`config.mk`:
```
export PLATFORM = sky130hd
export DESIGN_NAME = fetch_sequencer_flat
export DESIGN_NICKNAME = d
export VERILOG_FILES = /design/src/rtl/dp_pkg.sv /design/src/rtl/fetch_sequencer_if.sv /design/src/rtl/next_pc_logic.sv /design/src/rtl/fetch_sequencer.sv /design/src/flat_wrapper.sv
export SDC_FILE = /design/constraint.sdc
export NUM_CORES = 1
export LEC_CHECK = 0
export BUFFER_PORTS_ARGS = -buffer_cell sky130_fd_sc_hd__clkbuf_2
export CELL_PAD_IN_SITES_DETAIL_PLACEMENT = 1
export CELL_PAD_IN_SITES_GLOBAL_PLACEMENT = 1
export CORE_MARGIN = 8
export CORE_UTILIZATION = 39
export DETAILED_ROUTE_END_ITERATION = 10
export MAX_ROUTING_LAYER = met4
export PLACE_DENSITY = 0.89
export SYNTH_ARGS = -nofsm -noshare
export SYNTH_HDL_FRONTEND = slang
export SYNTH_HIERARCHICAL = 1
export SYNTH_SLANG_ARGS = --single-unit
```
`constraint.sdc`:
```
create_clock -name clk -period 4.9 [get_ports clk]
set_clock_uncertainty 0.15 [all_clocks]
set_input_delay 0 -clock clk [delete_from_list [all_inputs] [get_ports clk]]
set_output_delay 0 -clock clk [all_outputs]
set_load 0.02 [all_outputs]
```
`src/rtl/dp_pkg.sv`:
```
`default_nettype none
// ============================================================================
// Module   : dp_pkg
// Brief    : Shared datapath types and constants for the fetch/execute front end.
// Revision : 1.0 - initial release
// ============================================================================
package dp_pkg;

    typedef enum logic [1:0] {
        BOOT  = 2'd0,
        FETCH = 2'd1,
        EXEC  = 2'd2
    } fsm_state_t;

    localparam logic [1:0] ST_BOOT  = 2'd0;
    localparam logic [1:0] ST_FETCH = 2'd1;
    localparam logic [1:0] ST_EXEC  = 2'd2;

    localparam logic [5:0] OP_RTYPE = 6'd0;
    localparam logic [5:0] OP_BEQ   = 6'd4;
    localparam logic [5:0] OP_POP   = 6'd19;
    localparam logic [5:0] OP_BALN  = 6'd27;
    localparam logic [5:0] OP_LW    = 6'd35;
    localparam logic [5:0] OP_CMPLI = 6'd38;
    localparam logic [5:0] OP_SW    = 6'd43;
    localparam logic [5:0] OP_BLTI  = 6'd44;

    localparam logic [4:0] LINK_REG = 5'd31;

endpackage
`default_nettype wire

```
`src/rtl/fetch_sequencer_if.sv`:
```
`default_nettype none
// ============================================================================
// Module   : fetch_sequencer_if
// Brief    : Instruction-memory request/acknowledge bus.
// Revision : 1.0 - initial release
// ============================================================================
interface fetch_sequencer_if #(
    parameter int ADDR_W = 32
);
    logic              imem_req;
    logic [ADDR_W-1:0] imem_addr;
    logic              imem_ack;
    logic [31:0]       imem_rdata;

    modport master (
        output imem_req,
        output imem_addr,
        input  imem_ack,
        input  imem_rdata
    );

    modport slave (
        input  imem_req,
        input  imem_addr,
        output imem_ack,
        output imem_rdata
    );
endinterface
`default_nettype wire

```
`src/rtl/next_pc_logic.sv`:
```
`default_nettype none
// ============================================================================
// Module   : next_pc_logic
// Brief    : Combinational sequential/branch/jump target selection.
// Revision : 1.0 - initial release
// ============================================================================
module next_pc_logic #(
    parameter int ADDR_W = 32
) (
    input  logic [ADDR_W-1:0] pc,
    input  logic [25:0]       instr_idx,
    input  logic              jump,
    input  logic              branch,
    input  logic              branch_on_n,
    input  logic              is_blti,
    input  logic              n_flag,
    input  logic              alu_neg,
    input  logic              alu_zero,
    output logic [ADDR_W-1:0] p4,
    output logic [ADDR_W-1:0] next_pc,
    output logic              jump_taken
);
    logic [ADDR_W-1:0] btarget;
    logic [ADDR_W-1:0] jtarget;
    logic              branch_taken;

    always_comb begin
        p4           = pc + ADDR_W'(4);
        btarget      = p4 + {{(ADDR_W-18){instr_idx[15]}}, instr_idx[15:0], 2'b00};
        jtarget      = {p4[ADDR_W-1:28], instr_idx, 2'b00};
        // baln tests the committed flag, not this instruction's own result
        jump_taken   = jump & (branch_on_n ? n_flag : 1'b1);
        branch_taken = branch & (is_blti ? alu_neg : alu_zero);
        if (jump_taken) begin
            next_pc = jtarget;
        end else if (branch_taken) begin
            next_pc = btarget;
        end else begin
            next_pc = p4;
        end
    end
endmodule
`default_nettype wire

```
`src/rtl/fetch_sequencer.sv`:
```
`default_nettype none
// ============================================================================
// Module   : fetch_sequencer
// Brief    : PC holder, variable-latency fetch FSM and N/Z flag register.
// Revision : 1.0 - initial release
// ============================================================================
module fetch_sequencer
    import dp_pkg::*;
#(
    parameter int                ADDR_W   = 32,
    parameter logic [ADDR_W-1:0] RESET_PC = '0
) (
    input  logic              clk,
    input  logic              rst_n,
    fetch_sequencer_if.master imem,
    output logic [31:0]       instr,
    output logic [5:0]        opcode,
    output logic              instr_valid,
    input  logic              branch,
    input  logic              jump,
    input  logic              link,
    input  logic              branch_on_n,
    input  logic              is_blti,
    input  logic              alu_zero,
    input  logic              alu_neg,
    input  logic              flags_we,
    input  logic              stall,
    output logic [ADDR_W-1:0] pc,
    output logic [ADDR_W-1:0] link_addr,
    output logic              link_we,
    output logic              n_flag,
    output logic              z_flag
);
    localparam logic [ADDR_W-1:0] C_RESET_PC = {RESET_PC[ADDR_W-1:2], 2'b00};

    logic [1:0]        state_q,       state_d;
    logic [ADDR_W-1:0] pc_q,          pc_d;
    logic [31:0]       instr_q,       instr_d;
    logic              imem_req_q,    imem_req_d;
    logic              instr_valid_q, instr_valid_d;
    logic              link_we_q,     link_we_d;
    logic              n_flag_q,      n_flag_d;
    logic              z_flag_q,      z_flag_d;

    logic [ADDR_W-1:0] w_p4;
    logic [ADDR_W-1:0] w_next_pc;
    logic              w_jump_taken;

    next_pc_logic #(
        .ADDR_W (ADDR_W)
    ) u_next_pc (
        .pc          (pc_q),
        .instr_idx   (instr_q[25:0]),
        .jump        (jump),
        .branch      (branch),
        .branch_on_n (branch_on_n),
        .is_blti     (is_blti),
        .n_flag      (n_flag_q),
        .alu_neg     (alu_neg),
        .alu_zero    (alu_zero),
        .p4          (w_p4),
        .next_pc     (w_next_pc),
        .jump_taken  (w_jump_taken)
    );

    always_comb begin
        state_d   = state_q;
        pc_d      = pc_q;
        instr_d   = instr_q;
        n_flag_d  = n_flag_q;
        z_flag_d  = z_flag_q;
        link_we_d = 1'b0;
        case (state_q)
            ST_BOOT: begin
                state_d = ST_FETCH;
            end
            ST_FETCH: begin
                if (imem.imem_ack) begin
                    instr_d = imem.imem_rdata;
                    state_d = ST_EXEC;
                end
            end
            ST_EXEC: begin
                if (!stall) begin
                    pc_d      = w_next_pc;
                    link_we_d = link & w_jump_taken;
                    if (flags_we) begin
                        n_flag_d = alu_neg;
                        z_flag_d = alu_zero;
                    end
                    state_d = ST_FETCH;
                end
            end
            default: begin
                state_d = ST_BOOT;
            end
        endcase
        // Request and valid are registered copies of the upcoming state
        imem_req_d    = (state_d == ST_FETCH);
        instr_valid_d = (state_d == ST_EXEC);
    end

    always_ff @(posedge clk or negedge rst_n) begin
        if (!rst_n) begin
            state_q       <= ST_BOOT;
            pc_q          <= C_RESET_PC;
            instr_q       <= '0;
            imem_req_q    <= 1'b0;
            instr_valid_q <= 1'b0;
            link_we_q     <= 1'b0;
            n_flag_q      <= 1'b0;
            z_flag_q      <= 1'b0;
        end else begin
            state_q       <= state_d;
            pc_q          <= pc_d;
            instr_q       <= instr_d;
            imem_req_q    <= imem_req_d;
            instr_valid_q <= instr_valid_d;
            link_we_q     <= link_we_d;
            n_flag_q      <= n_flag_d;
            z_flag_q      <= z_flag_d;
        end
    end

    assign imem.imem_req  = imem_req_q;
    assign imem.imem_addr = pc_q;
    assign instr          = instr_q;
    assign opcode         = instr_q[31:26];
    assign instr_valid    = instr_valid_q;
    assign pc             = pc_q;
    assign link_addr      = w_p4;
    assign link_we        = link_we_q;
    assign n_flag         = n_flag_q;
    assign z_flag         = z_flag_q;
endmodule
`default_nettype wire
```
`src/flat_wrapper.sv`:
```
// flat-port wrapper written by rule: the top's interface ports become plain ports
module fetch_sequencer_flat import dp_pkg::*;
#(
    parameter int                ADDR_W   = 32,
    parameter logic [ADDR_W-1:0] RESET_PC = '0
)
  (clk, rst_n, instr, opcode, instr_valid, branch, jump, link, branch_on_n, is_blti, alu_zero, alu_neg, flags_we, stall, pc, link_addr, link_we, n_flag, z_flag, imem_imem_req, imem_imem_addr, imem_imem_ack, imem_imem_rdata);
  fetch_sequencer_if #(.ADDR_W(ADDR_W)) imem_i ();
  input  logic clk;
  input  logic rst_n;
  output logic [31:0] instr;
  output logic [5:0] opcode;
  output logic instr_valid;
  input  logic branch;
  input  logic jump;
  input  logic link;
  input  logic branch_on_n;
  input  logic is_blti;
  input  logic alu_zero;
  input  logic alu_neg;
  input  logic flags_we;
  input  logic stall;
  output logic [ADDR_W-1:0] pc;
  output logic [ADDR_W-1:0] link_addr;
  output logic link_we;
  output logic n_flag;
  output logic z_flag;
  output wire logic [$bits(imem_i.imem_req)-1:0] imem_imem_req;
  output wire logic [$bits(imem_i.imem_addr)-1:0] imem_imem_addr;
  input wire logic [$bits(imem_i.imem_ack)-1:0] imem_imem_ack;
  input wire logic [$bits(imem_i.imem_rdata)-1:0] imem_imem_rdata;
  assign imem_imem_req = imem_i.imem_req;
  assign imem_imem_addr = imem_i.imem_addr;
  assign imem_i.imem_ack = imem_imem_ack;
  assign imem_i.imem_rdata = imem_imem_rdata;
  fetch_sequencer #(.ADDR_W(ADDR_W), .RESET_PC(RESET_PC)) u_core (.clk(clk), .rst_n(rst_n), .imem(imem_i), .instr(instr), .opcode(opcode), .instr_valid(instr_valid), .branch(branch), .jump(jump), .link(link), .branch_on_n(branch_on_n), .is_blti(is_blti), .alu_zero(alu_zero), .alu_neg(alu_neg), .flags_we(flags_we), .stall(stall), .pc(pc), .link_addr(link_addr), .link_we(link_we), .n_flag(n_flag), .z_flag(z_flag));
endmodule
```
# --- Yosys cells after proc, flatten, opt, wreduce, memory -nomap -nowiden ---
# Index checks and enable logic that the tools add are counted.
word_totals:
  in_bits: 44
  out_inout_bits: 139
  elab_cells: 31
  regBits: 71
classes:
  eq_ne: 4
  addsub: 2
  n_bitwise: 4
  reduce_logical: 4
  n_mux: 9
op_table:
  columns: ["operator", "count"]
  rows:
  - ["two-way mux 32 bit", 2]
  - ["adder 32 x 3 -> 32 bit (second input constant)", 1]
  - ["adder 32 bit", 1]
  - ["one-hot mux 2 bit (3 select lines)", 1]
  - ["== test 2 x 1 -> 1 bit (second input constant)", 2]
  - ["== test 2 bit (second input constant)", 2]
  - ["two-way mux 1 bit", 4]
  - ["two-way mux 2 bit", 2]
  - ["AND reduction 2 bit", 2]
  - ["AND 1 bit", 3]
  - ["AND reduction 3 bit", 1]
  - ["zero test 2 bit", 1]
  - ["inverter 1 bit", 1]

# --- Logic depth before layout (Yosys ltp) ---
# Gate-level depths: netlist of run 1.
depth:
  word_depth: 5
  mapped_depth: 16
  mapped_depth_nobuf: 16

# --- Hierarchy ---
# The synthesis of run 1 kept the hierarchy.
modules_own_cells:
  columns: ["mod", "seq_area_each_um2", "instances", "cells_per_inst", "area_each_um2"]
  rows:
  - ["fetch_sequencer", 1776.7, 1, 191, 2961.6]
  - ["next_pc_logic", 0.0, 1, 404, 2671.3]

# --- Worst setup path after synthesis of run 1 ---
# No wires, ideal clock.
synth_path:
  path_type: "register to register"
  startpoint: "register u_core.pc_q[2] (netlist: u_core/imem.imem_addr[2])"
  endpoint: "register u_core.pc_q[25] (netlist: u_core/imem.imem_addr[25])"
  period_less_slack_ps: 4149
  path_stages_with_launch: 17
  slack_ps: 751
  required_time_ps: 4625
  arrival_time_ps: 3875
  setup_ps: 125
  path_buffers: 0
  path_cell_list: "dfrtp_1 -> ha_1 -> nand2_1 -> nor3_4 -> nand3_1 -> xnor2_1 -> ha_1 -> a21o_1 -> a21o_1 -> a21oi_1 -> nand4_1 -> a21boi_1 -> o21ai_1 -> a31oi_1 -> xor2_1 -> a21oi_1 -> mux2_2"
synth_via:
  elab_chain_cells: 4
synth_lines:
  columns: ["item", "line", "text"]
  rows:
  - ["start: declaration", "fetch_sequencer.sv:37", "logic [ADDR_W-1:0] pc_q, pc_d;"]
  - ["start signal: assignment", "fetch_sequencer.sv:115", "pc_q <= pc_d;"]
  - ["adder 32 x 3 -> 32 bit", "next_pc_logic.sv:28", "p4 = pc + ADDR_W'(4);"]
  - ["via link_addr[14]", "flat_wrapper.sv:24", "output logic [ADDR_W-1:0] link_addr;"]
  - ["adder 32 bit", "next_pc_logic.sv:29", "btarget = p4 + {{(ADDR_W-18){instr_idx[15]}}, instr_idx[15:0], 2'b00};"]
  - ["two-way mux 32 bit", "next_pc_logic.sv:36", "end else if (branch_taken) begin"]
  - ["two-way mux 32 bit", "next_pc_logic.sv:34", "if (jump_taken) begin"]
  - ["via u_core.w_next_pc[25]", "fetch_sequencer.sv:46", "logic [ADDR_W-1:0] w_next_pc;"]
# The timed path passes the listed nets, and every way through them passes these cells.
# A chain may end at the register's enable or synchronous reset.

# --- Worst setup path after layout of run 1 ---
layout_path:
  startpoint: "register u_core.pc_q[5] (netlist: u_core/imem.imem_addr[5])"
  endpoint: "register u_core.pc_q[25] (netlist: u_core/imem.imem_addr[25])"
layout_via:
  elab_chain_cells: 4
layout_lines:
  columns: ["item", "line"]
  rows:
  - ["adder 32 x 3 -> 32 bit *", "next_pc_logic.sv:28"]
  - ["adder 32 bit", "next_pc_logic.sv:29"]
  - ["two-way mux 32 bit *", "next_pc_logic.sv:36"]
  - ["two-way mux 32 bit *", "next_pc_logic.sv:34"]
  - ["via u_core.w_next_pc[25]", "fetch_sequencer.sv:46"]
# Mark *: on every way through the listed nets, which the timed path passes. The rest lies on a longest branch.

==> impl_metrics.csv, run 1 <==
group,metric,value,unit
status,status,"complete, no violations",
clocking,postCtsSetupRepairBufs,0,
global_routing,grt_max_degree,72,
timing,finalSetupTns,0,ns
timing,max_freq,0.2245,GHz
yosys,synth_cell_type_count,57,
routing,drt_iter0_markers,370,
clocking,clk_latency,0.35,ns
floorplan,core,14310,um^2
yosys,postSynth.asyncResetShare,100.0,%
placement,place_hpwl,14480,um
timing,finalHoldViolCount,0,
routing,finalWirelength,21040,um
yosys,synth-compound-area-share,14.37,%
yosys,synthTopCellsByArea,"dfrtp_1 32%, mux2_2 13%, ha_1 8.0%",
clocking,numCtsBuffers,9,
clocking,path_clk_slew,0.06,ns
final_layout,layout-drive-gt1-share,36.76,%
worst_setup_path,critical_path_class,"reg -> reg",
yosys,synth.cell_area,5633,um^2
global_routing,grt_pass1_wl,32600,um
yosys,syn_avg_cell_area,9.467,um^2
yosys,yosysSeqAreaShare,31.54,%
floorplan,fp.dieW,136.2,um
yosys,synthMuxAreaShare,13.75,%
timing,relSlewSlack,36.33,%
worst_setup_path,crit_required,4.97,ns
clocking,cts_tree,"built",
clocking,cts_resized,0,
timing,whs,0.02138,ns
final_layout,area_delta_synth_final,25.81,%
timing,setup_viol,0,
clocking,htree_levels,3,
floorplan,rows,44,
global_routing,antenna_found_initial,3,
global_routing,grt_pass1_vias,5880,
yosys,synth-xor-area-share,8.219,%
yosys,synth_top_cell_area_share,31.54,%
routing,drcViolationCount,0,
yosys,ys_ff_latch,71,
routing,drtPass1Iterations,4,
timing,fin_crit,4.455,ns
worst_setup_path,cp-start-kind,"register",
yosys,ys_warn_count,6,
final_layout,finalInstanceArea,7087,um^2
routing,viasPerCell,5.546,
timing,fin_crit_sh,90.91,%
yosys,ys.flop_type,"dfrtp_1",
routing,num_vias,5352,
global_routing,grt_usage,23.31,%
run,max_cap_viol_count,0,
floorplan,start_util,39.35,%
yosys,synth_top_family_by_area,"simple AND/OR/NAND/NOR gates",
yosys,syn_inst,595,
yosys,synth_edf_count,0,
placement,gp_congestion,0.8202,
yosys,yosys.area_share.simple,15.64,%
worst_hold_path,hold_class,"in -> reg",
power,powerDensity,912.2,nW/um^2
clocking,clock_path_buffers,2,
worst_setup_path,arrival,4.53,ns
yosys,synth_fa_ha_area_share,8.352,%
yosys,yosys-top-cells-count,"71 x dfrtp_1, 63 x mux2_2, 53 x nand2_1",
routing,drt-wirelength-per-cell,21.80,um
power,ir_drop,0.0004463,V
yosys,synth.most_common_cell,"dfrtp_1",
timing,finalMaxSlewViolations,0,
floorplan,dieArea,18550,um^2
worst_setup_path,worstPathMaxFanout,8,
timing,grt_setup_unrepaired,"no",
clocking,root_buffer,"clkbuf_16",
yosys,synthesis.nets,676,
placement,placed_cell_area,6401,um^2
power,power.leakage,3.399,nW
yosys,yosys.area.top_type,"dfrtp_1",
power,total_power,6.465,mW
worst_setup_path,setup.worst_path.end_class,"register",
final_layout,nNetsFinal,854,
floorplan,ioPinCount,183,
floorplan,die_h,136.2,um
routing,ant_nets,0,
global_routing,overflow,0,
placement,io_buffers,182,
timing,worstMarginPinSlew,0.9551,ns
clocking,cts_sinks,71,
power breakdown:
part / leakage (nW) / switching (mW) / total [mW] / internal, mW
Sequential: 0.851 / 0.474 / 1.34 / 0.871
Combinational: 2.41 / 2.76 / 4.48 / 1.72
Clock: 0.136 / 0.268 / 0.638 / 0.369
Total: 3.40 / 3.51 / 6.46 / 2.96
placed cells by master (no fill, tap or decap), types with 9 or more instances in the layout:
cell / count
a21o_1: 18
a21oi_1: 40
a31oi_1: 12
clkbuf_16: 9
clkbuf_2: 181
dfrtp_1: 71
dlygate4sd3_1: 40
ha_1: 36
inv_1: 10
mux2_2: 63
nand2_1: 53
nand3_1: 17
nand4_1: 11
nor2_1: 41
o21ai_0: 32
xnor2_1: 35
xor2_1: 16
final timing paths:
path                            slack [ns]                            startpoint                               endpoint  cells after the start
worst max-delay path                  0.45  u_core/imem.imem_addr[5]$_DFFE_PN0P_  u_core/imem.imem_addr[25]$_DFFE_PN0P_                     15
worst min-delay path                  0.02                              flags_we              u_core/n_flag$_DFFE_PN0P_                      3
worst max register to register        0.45  u_core/imem.imem_addr[5]$_DFFE_PN0P_  u_core/imem.imem_addr[25]$_DFFE_PN0P_                     15
worst min register to register        0.40          u_core/instr[27]$_DFFE_PN0P_           u_core/instr[27]$_DFFE_PN0P_                      1
max in group asynchronous             3.78                                 rst_n  u_core/imem.imem_addr[31]$_DFFE_PN0P_                      2
min in group asynchronous             0.19                                 rst_n           u_core/instr[14]$_DFFE_PN0P_                      2
worst max-delay path, stage by stage, from the launching register on:
cell and delay [ns]:
dfrtp_1 0.48, nand4_1 0.31, nor3_4 0.53, nand4_1 0.20
xnor2_1 0.32, ha_1 0.39, nand4_1 0.21, nor2_1 0.08
a21oi_1 0.25, nand4_1 0.23, a21boi_1 0.25, o21ai_1 0.14
a31oi_1 0.22, xor2_1 0.16, a21oi_1 0.09, mux2_2 0.31
metal layers:
metal  vias to the layer above  wire length [um]  GRT usage, %
met2                       176             11020         39.99
li1                       2445                 -             -
met5                         -                 0             -
met1                      2666              8344         25.67
met3                        65               854         3.585
met4                         0               821         12.26
registers in the layout, indices dropped and copies added, names as in the netlist:
name / flops
u_core/imem.imem_addr: 32
u_core/state_q: 2
u_core/z_flag: 1
u_core/instr_valid: 1
u_core/link_we: 1
u_core/n_flag: 1
u_core/instr: 32
u_core/imem.imem_req: 1
metrics by stage:
stage / std cells / util (%) / setup slack [ns]
final: 965 / 49.51 / 0.4453
after global routing: 965 / 49.51 / 0.1099
after CTS: 962 / 49.46 / 0.5520
after detailed placement: 906 / 44.72 / 0.6059
after global placement: 906 / 44.72 / 0.7469
after floorplan: 595 / - / 0.7507
repair_timing:
action	CTS	global route
hold buffers	40	0
hold endpoints to repair	110	0
endpoints found under the setup margin	0	0
layout make-up:
cell class                 instances  area, um^2
antenna                            3       7.507
clock buffer                      13       260.3
clock inverter                     3       17.52
fill                            1699        7227
inverter                          11       41.29
multi-input combinational        454        3410
sequential                        71        1777
tap                              184       230.2
timing repair buffer             226        1344
kinds of logic after synthesis:
logic type	count (synthesis)
buf+inv	70
simple gates	164
compound gates	132
flops	71
fa+ha+maj	37
xor+xnor	52
mux	69
No activity file was read; power rests on OpenSTA's default activity.
==> run 2: changes to the inputs <==
clock period = 4.3 ns   (was 4.9 ns; I/O delays follow)
==> run 2 against run 1 <==
  * Cell count increased by 0.73%
  * Global-route usage increased by 0.29 points
  * Total power increased by 16%
  * Utilization increased by 1.1 points
  * Fmax increased by 5.1%
  * Flip-flop and latch count unchanged
  * Combinational power increased by 18%
  * Die area unchanged
  * Hold slack improved by 0.011 ns
  * Register-to-register slack got worse by 0.38 ns
  * Critical path type unchanged
  * Critical endpoint unchanged
  * Largest power group unchanged
==> impl_metrics.csv, run 2 (synthesis results as in run 1) <==
group,metric,value,unit
final_layout,layout-drive-gt1-share,40.59,%
global_routing,grt_pass1_vias,5952,
routing,viasPerCell,5.669,
final_layout,finalInstanceArea,7241,um^2
routing,drt-wirelength-per-cell,22.27,um
power,ir_drop,0.0004522,V
floorplan,fp.dieW,136.2,um
timing,finalMaxSlewViolations,0,
worst_hold_path,worstHoldStart,"flags_we",
floorplan,rows,44,
routing,drtPass1Iterations,5,
worst_setup_path,r2r_cells,16,
global_routing,grt_pass1_wl,33150,um
placement,placed_cell_area,6446,um^2
routing,drcViolationCount,0,
worst_setup_path,path_delay_family,"simple AND/OR/NAND/NOR gates",
status,status,"complete, no violations",
run,max_cap_viol_count,0,
worst_setup_path,cp_num_buf_inv,1,
final_layout,final_common_cell,"clkbuf_2",
power,total_power,7.499,mW
worst_hold_path,min_path_cells,3,
floorplan,start_util,39.35,%
worst_hold_path,hold_class,"in -> reg",
timing,setup_viol,0,
final_layout,nNetsFinal,863,
final_layout,area_delta_synth_final,28.54,%
worst_setup_path,critical_path_class,"reg -> reg",
worst_setup_path,critical_path.max_stage_delay,0.43,ns
timing,max_freq,0.2360,GHz
clocking,clock_path_buffers,2,
worst_setup_path,cp-start-kind,"register",
placement,place_hpwl,14740,um
placement,dp.cells,912,
timing,relSlewSlack,26.67,%
power,powerDensity,1036,nW/um^2
worst_setup_path,setup.worst_path.end_class,"register",
floorplan,die_h,136.2,um
worst_setup_path,regToRegStartpoint,"u_core/imem.imem_addr[8]$_DFFE_PN0P_",
timing,fin_crit,4.238,ns
global_routing,grt_max_degree,72,
timing,fin_crit_sh,98.56,%
routing,num_vias,5510,
clocking,clk_latency,0.34,ns
worst_setup_path,r2r-end,"u_core/imem.imem_addr[25]$_DFFE_PN0P_",
placement,io_buffers,182,
clocking,root_buffer,"clkbuf_16",
global_routing,antenna_found_initial,2,
floorplan,dieArea,18550,um^2
global_routing,overflow,0,
worst_setup_path,cp_cell_sequence,"nand4_1 > buf_4 > nor3_4 > nand4_1 > xnor2_2 > ha_2 > nand4_1 > nor2_1 > o21ai_1 > nand4_1 > a21boi_2 > o21ai_1 > a31oi_1 > xor2_1 > a21oi_1 > mux2_2",
routing,finalWirelength,21650,um
final_layout,final_cells,972,
global_routing,grt_usage,23.60,%
timing,worstMarginPinSlew,1.099,ns
clocking,path_clk_slew,0.06,ns
worst_setup_path,worstPathMaxFanout,6,
worst_setup_path,critPathMostFrequentCell,"nand4_1",
worst_setup_path,slowest_stage,"dfrtp_1",
floorplan,core,14310,um^2
timing,whs,0.03242,ns
clocking,cts_sinks,71,
floorplan,ioPinCount,183,
routing,drt_iter0_markers,298,
worst_hold_path,min_to,"u_core/n_flag$_DFFE_PN0P_",
worst_setup_path,r2r_slack,0.06,ns
timing,finalHoldViolCount,0,
placement,gp_congestion,0.8770,
power,power.leakage,3.484,nW
worst_setup_path,crit_required,4.38,ns
clocking,numCtsBuffers,9,
final_layout,mostFrequentLayoutCells,"181 x clkbuf_2, 67 x dfrtp_1, 63 x mux2_2",
worst_setup_path,arrival,4.32,ns
clocking,cts_tree,"built",
clocking,htree_levels,3,
timing,finalSetupTns,0,ns
routing,ant_nets,0,
run 2: changes by cell type in the layout (fill, tap and decap cells not counted), moves of 3 or more:
cell	change
buf_4	+10
xnor2_1	-7
xnor2_2	+7
dfrtp_1	-4
dfrtp_2	+4
a21oi_1	-3
a21oi_2	+3
ha_1	-3
ha_2	+3
run 2: layout make-up:
class / count / area, um^2
Fill cell: 1702 / 7073
Inverter: 11 / 41.29
Clock inverter: 4 / 23.77
Tap cell: 184 / 230.2
Multi-Input combinational cell: 454 / 3517
Antenna cell: 2 / 5.005
Timing Repair Buffer: 235 / 1409
Sequential cell: 71 / 1782
Clock buffer: 11 / 232.7
run 2: report_power, final:
part           total, mW  switching (mW)  internal [mW]  leakage, nW
registers           1.52           0.528          0.996        0.847
clock network      0.693           0.307          0.386        0.129
logic               5.28            3.24           2.04         2.51
total               7.50            4.07           3.43         3.48
run 2: worst max-delay path by stage:
stage	startpoint	slack (ns)	to	cells after the start
after floorplan	u_core/imem.imem_addr[2]$_DFFE_PN0P_	0.15	u_core/imem.imem_addr[25]$_DFFE_PN0P_	16
after global placement	u_core/imem.imem_addr[2]$_DFFE_PN0P_	0.29	u_core/imem.imem_addr[30]$_DFFE_PN0P_	16
after detailed placement	u_core/imem.imem_addr[6]$_DFFE_PN0P_	0.10	u_core/imem.imem_addr[30]$_DFFE_PN0P_	15
after CTS	u_core/imem.imem_addr[6]$_DFFE_PN0P_	0.03	u_core/imem.imem_addr[25]$_DFFE_PN0P_	15
after global routing	u_core/imem.imem_addr[8]$_DFFE_PN0P_	-0.13	u_core/imem.imem_addr[25]$_DFFE_PN0P_	16
final	u_core/imem.imem_addr[8]$_DFFE_PN0P_	0.06	u_core/imem.imem_addr[25]$_DFFE_PN0P_	16
run 2: worst register-to-register path: stages, from the launching register on:
cell,delay (ns)
dfrtp_1,0.43
nand4_1,0.26
buf_4,0.23
nor3_4,0.26
nand4_1,0.20
xnor2_2,0.25
ha_2,0.37
nand4_1,0.18
nor2_1,0.09
o21ai_1,0.18
nand4_1,0.26
a21boi_2,0.26
o21ai_1,0.14
a31oi_1,0.19
xor2_1,0.24
a21oi_1,0.13
mux2_2,0.32
run 2: per-layer routing:
metal  wire (um)  GRT usage, %
met1        8428         25.89
met2       11170         40.24
met3         994         3.215
met4        1056         13.91
met5           0             -
run 2: timing repair:
action | 4_1_cts | 5_1_grt
endpoints found under the setup margin | 0 | 11
setup buffers | 0 | 4
hold endpoints to repair | 110 | 0
resized for setup | 0 | 24
hold buffers | 39 | 0
run 2: metrics by stage:
| stage | worst slack, ns | utilization, % |
|---|---|---|
| 4_1_cts | 0.03067 | 49.55 |
| 5_1_grt | -0.1299 | 50.59 |
| 3_5_place_dp | 0.1021 | 45.04 |
| 2_1_floorplan | 0.1507 | - |
| 6_report | 0.06195 | 50.59 |
| 3_3_place_gp | 0.2935 | 45.04 |
==> run 3: changes to the inputs <==
REMOVE_ABC_BUFFERS = 1   (was not set)
TNS_END_PERCENT = 100   (was not set)
==> run 3 against run 2 <==
  * Sequential power about the same
  * Sequential share of layout area decreased by 0.086 points
  * Critical endpoint is now u_core/imem.imem_addr[31]$_DFFE_PN0P_
  * Critical path type unchanged
  * Setup slack got worse by 0.0011 ns
==> impl_metrics.csv, run 3 (synthesis results as in run 1) <==
group,metric,value,unit
status,status,"complete, no violations",
routing,num_vias,5400,
global_routing,overflow,0,
final_layout,layout-drive-gt1-share,39.64,%
floorplan,start_util,39.35,%
clocking,cts_sinks,71,
worst_setup_path,worstPathMaxFanout,6,
run,max_cap_viol_count,0,
timing,max_freq,0.2359,GHz
placement,io_buffers,182,
power,power.leakage,3.464,nW
floorplan,rows,44,
floorplan,fp.dieW,136.2,um
final_layout,mostFrequentLayoutCells,"181 x clkbuf_2, 71 x dfrtp_1, 63 x mux2_2",
routing,viasPerCell,5.561,
worst_setup_path,setup.worst_path.end_class,"register",
timing,setup_viol,0,
placement,dp.cells,914,
floorplan,die_h,136.2,um
global_routing,grt_pass1_vias,5756,
global_routing,grt_max_degree,72,
clocking,htree_levels,3,
routing,drtPass1Iterations,5,
worst_setup_path,critical_path_class,"reg -> reg",
timing,whs,0.03454,ns
worst_setup_path,critical_path.max_stage_delay,0.41,ns
final_layout,final_cells,971,
worst_setup_path,slowest_stage,"dfrtp_1",
clocking,clk_latency,0.33,ns
timing,worstMarginPinSlew,0.9652,ns
timing,finalHoldViolCount,0,
floorplan,core,14310,um^2
timing,finalMaxSlewViolations,0,
worst_setup_path,arrival,4.31,ns
worst_hold_path,hold_class,"in -> reg",
routing,drt_iter0_markers,292,
floorplan,dieArea,18550,um^2
power,total_power,7.458,mW
timing,fin_crit,4.239,ns
placement,gp_congestion,0.8603,
power,powerDensity,1029,nW/um^2
worst_setup_path,crit_required,4.37,ns
clocking,clock_path_buffers,2,
routing,finalWirelength,20350,um
global_routing,grt_usage,22.36,%
clocking,path_clk_slew,0.06,ns
floorplan,ioPinCount,183,
clocking,numCtsBuffers,9,
timing,grt_setup_unrepaired,"yes",
final_layout,nNetsFinal,864,
routing,drcViolationCount,0,
worst_setup_path,cp_cell_sequence,"ha_1 > nand2_1 > nor3_4 > buf_4 > buf_4 > nand3_4 > nor2_2 > xor2_2 > ha_2 > a21o_1 > a21o_1 > a21oi_1 > nand2b_1 > o21ai_0 > mux2i_1 > xor2_1 > mux2_2",
final_layout,postLayoutCoreUtil,50.62,%
final_layout,area_delta_synth_final,28.63,%
timing,relSlewSlack,35.65,%
timing,fin_crit_sh,98.58,%
global_routing,grt_pass1_wl,32010,um
routing,drt-wirelength-per-cell,20.96,um
worst_setup_path,cp-start-kind,"register",
global_routing,antenna_found_initial,0,
final_layout,final_common_cell,"clkbuf_2",
placement,place_hpwl,14380,um
power,ir_drop,0.0004295,V
final_layout,nFillCells,1700,
clocking,root_buffer,"clkbuf_16",
routing,ant_nets,0,
clocking,cts_tree,"built",
final_layout,num_antenna_cells,0,
==> run 3: cell types whose count changed in the layout (fill, tap and decap cells not counted), moves of 3 or more <==
| cell | before | now |
|---|---|---|
| clkinvlp_4 | 0 | 3 |
| dfrtp_1 | 67 | 71 |
| dfrtp_2 | 4 | 0 |
| xnor2_1 | 28 | 33 |
| xnor2_2 | 7 | 2 |
==> run 3: layout make-up <==
cell class              count  area (um^2)  area share, %
flip-flops and latches     71         1777          24.52
well taps                 184        230.2          3.177
repair buffers            236         1416          19.55
clock inverters             6        62.56         0.8634
inverters                  11        41.29         0.5698
clock buffers               9        225.2          3.108
multi-input cells         454         3493          48.21
==> run 3: repair_timing <==
action	in CTS	in global routing
pin swaps	1	2
buffers inserted	2	1
hold endpoints to repair	110	0
resized for setup	0	15
hold buffers	39	0
endpoints found under the setup margin	1	11
==> run 3: power by group <==
group / internal [mW] / switching, mW / leakage, nW
Combinational: 2.03 / 3.16 / 2.48
Clock: 0.444 / 0.310 / 0.133
Sequential: 0.992 / 0.519 / 0.851
==> run 3: per-layer routing <==
metal | wire length (um) | global-route usage [%]
met5 | 0 | -
met4 | 635 | 10.07
met3 | 996 | 2.735
met2 | 10470 | 37.86
met1 | 8250 | 26.08
==> run 3: critical path: cells and delay by family, from the launching register on <==
kind	cells	cell delay (ns)
xor gates and xnor gates	2	0.31
DFF	1	0.41
adders and majority gates	2	0.58
and+or+nand+nor	5	0.90
muxes	2	0.60
AOI/OAI and AO/OA	4	0.85
buffers and inverters	2	0.32
==> run 3: path summary, 6_finish.rpt <==
path | slack, ns | startpoint | to | depth (start not counted)
worst min-delay path | 0.03 | flags_we | u_core/z_flag$_DFFE_PN0P_ | 3
worst max-delay path | 0.06 | u_core/imem.imem_addr[3]$_DFFE_PN0P_ | u_core/imem.imem_addr[31]$_DFFE_PN0P_ | 17
max in group asynchronous | 3.15 | rst_n | u_core/imem.imem_addr[11]$_DFFE_PN0P_ | 2
min in group asynchronous | 0.21 | rst_n | u_core/imem.imem_addr[29]$_DFFE_PN0P_ | 2
worst max register to register | 0.06 | u_core/imem.imem_addr[3]$_DFFE_PN0P_ | u_core/imem.imem_addr[31]$_DFFE_PN0P_ | 17
worst min register to register | 0.36 | u_core/z_flag$_DFFE_PN0P_ | u_core/z_flag$_DFFE_PN0P_ | 1
==> run 3: metrics by stage <==
stage               setup WS (ns)  TNS [ns]  area (um^2)
floorplan                 -0.3742    -1.567         5216
global placement           0.2642         0         6461
detailed placement        0.07452         0         6461
CTS                        0.1211         0         7154
global route              -0.1277   -0.1915         7246
finish                    0.06090         0         7246
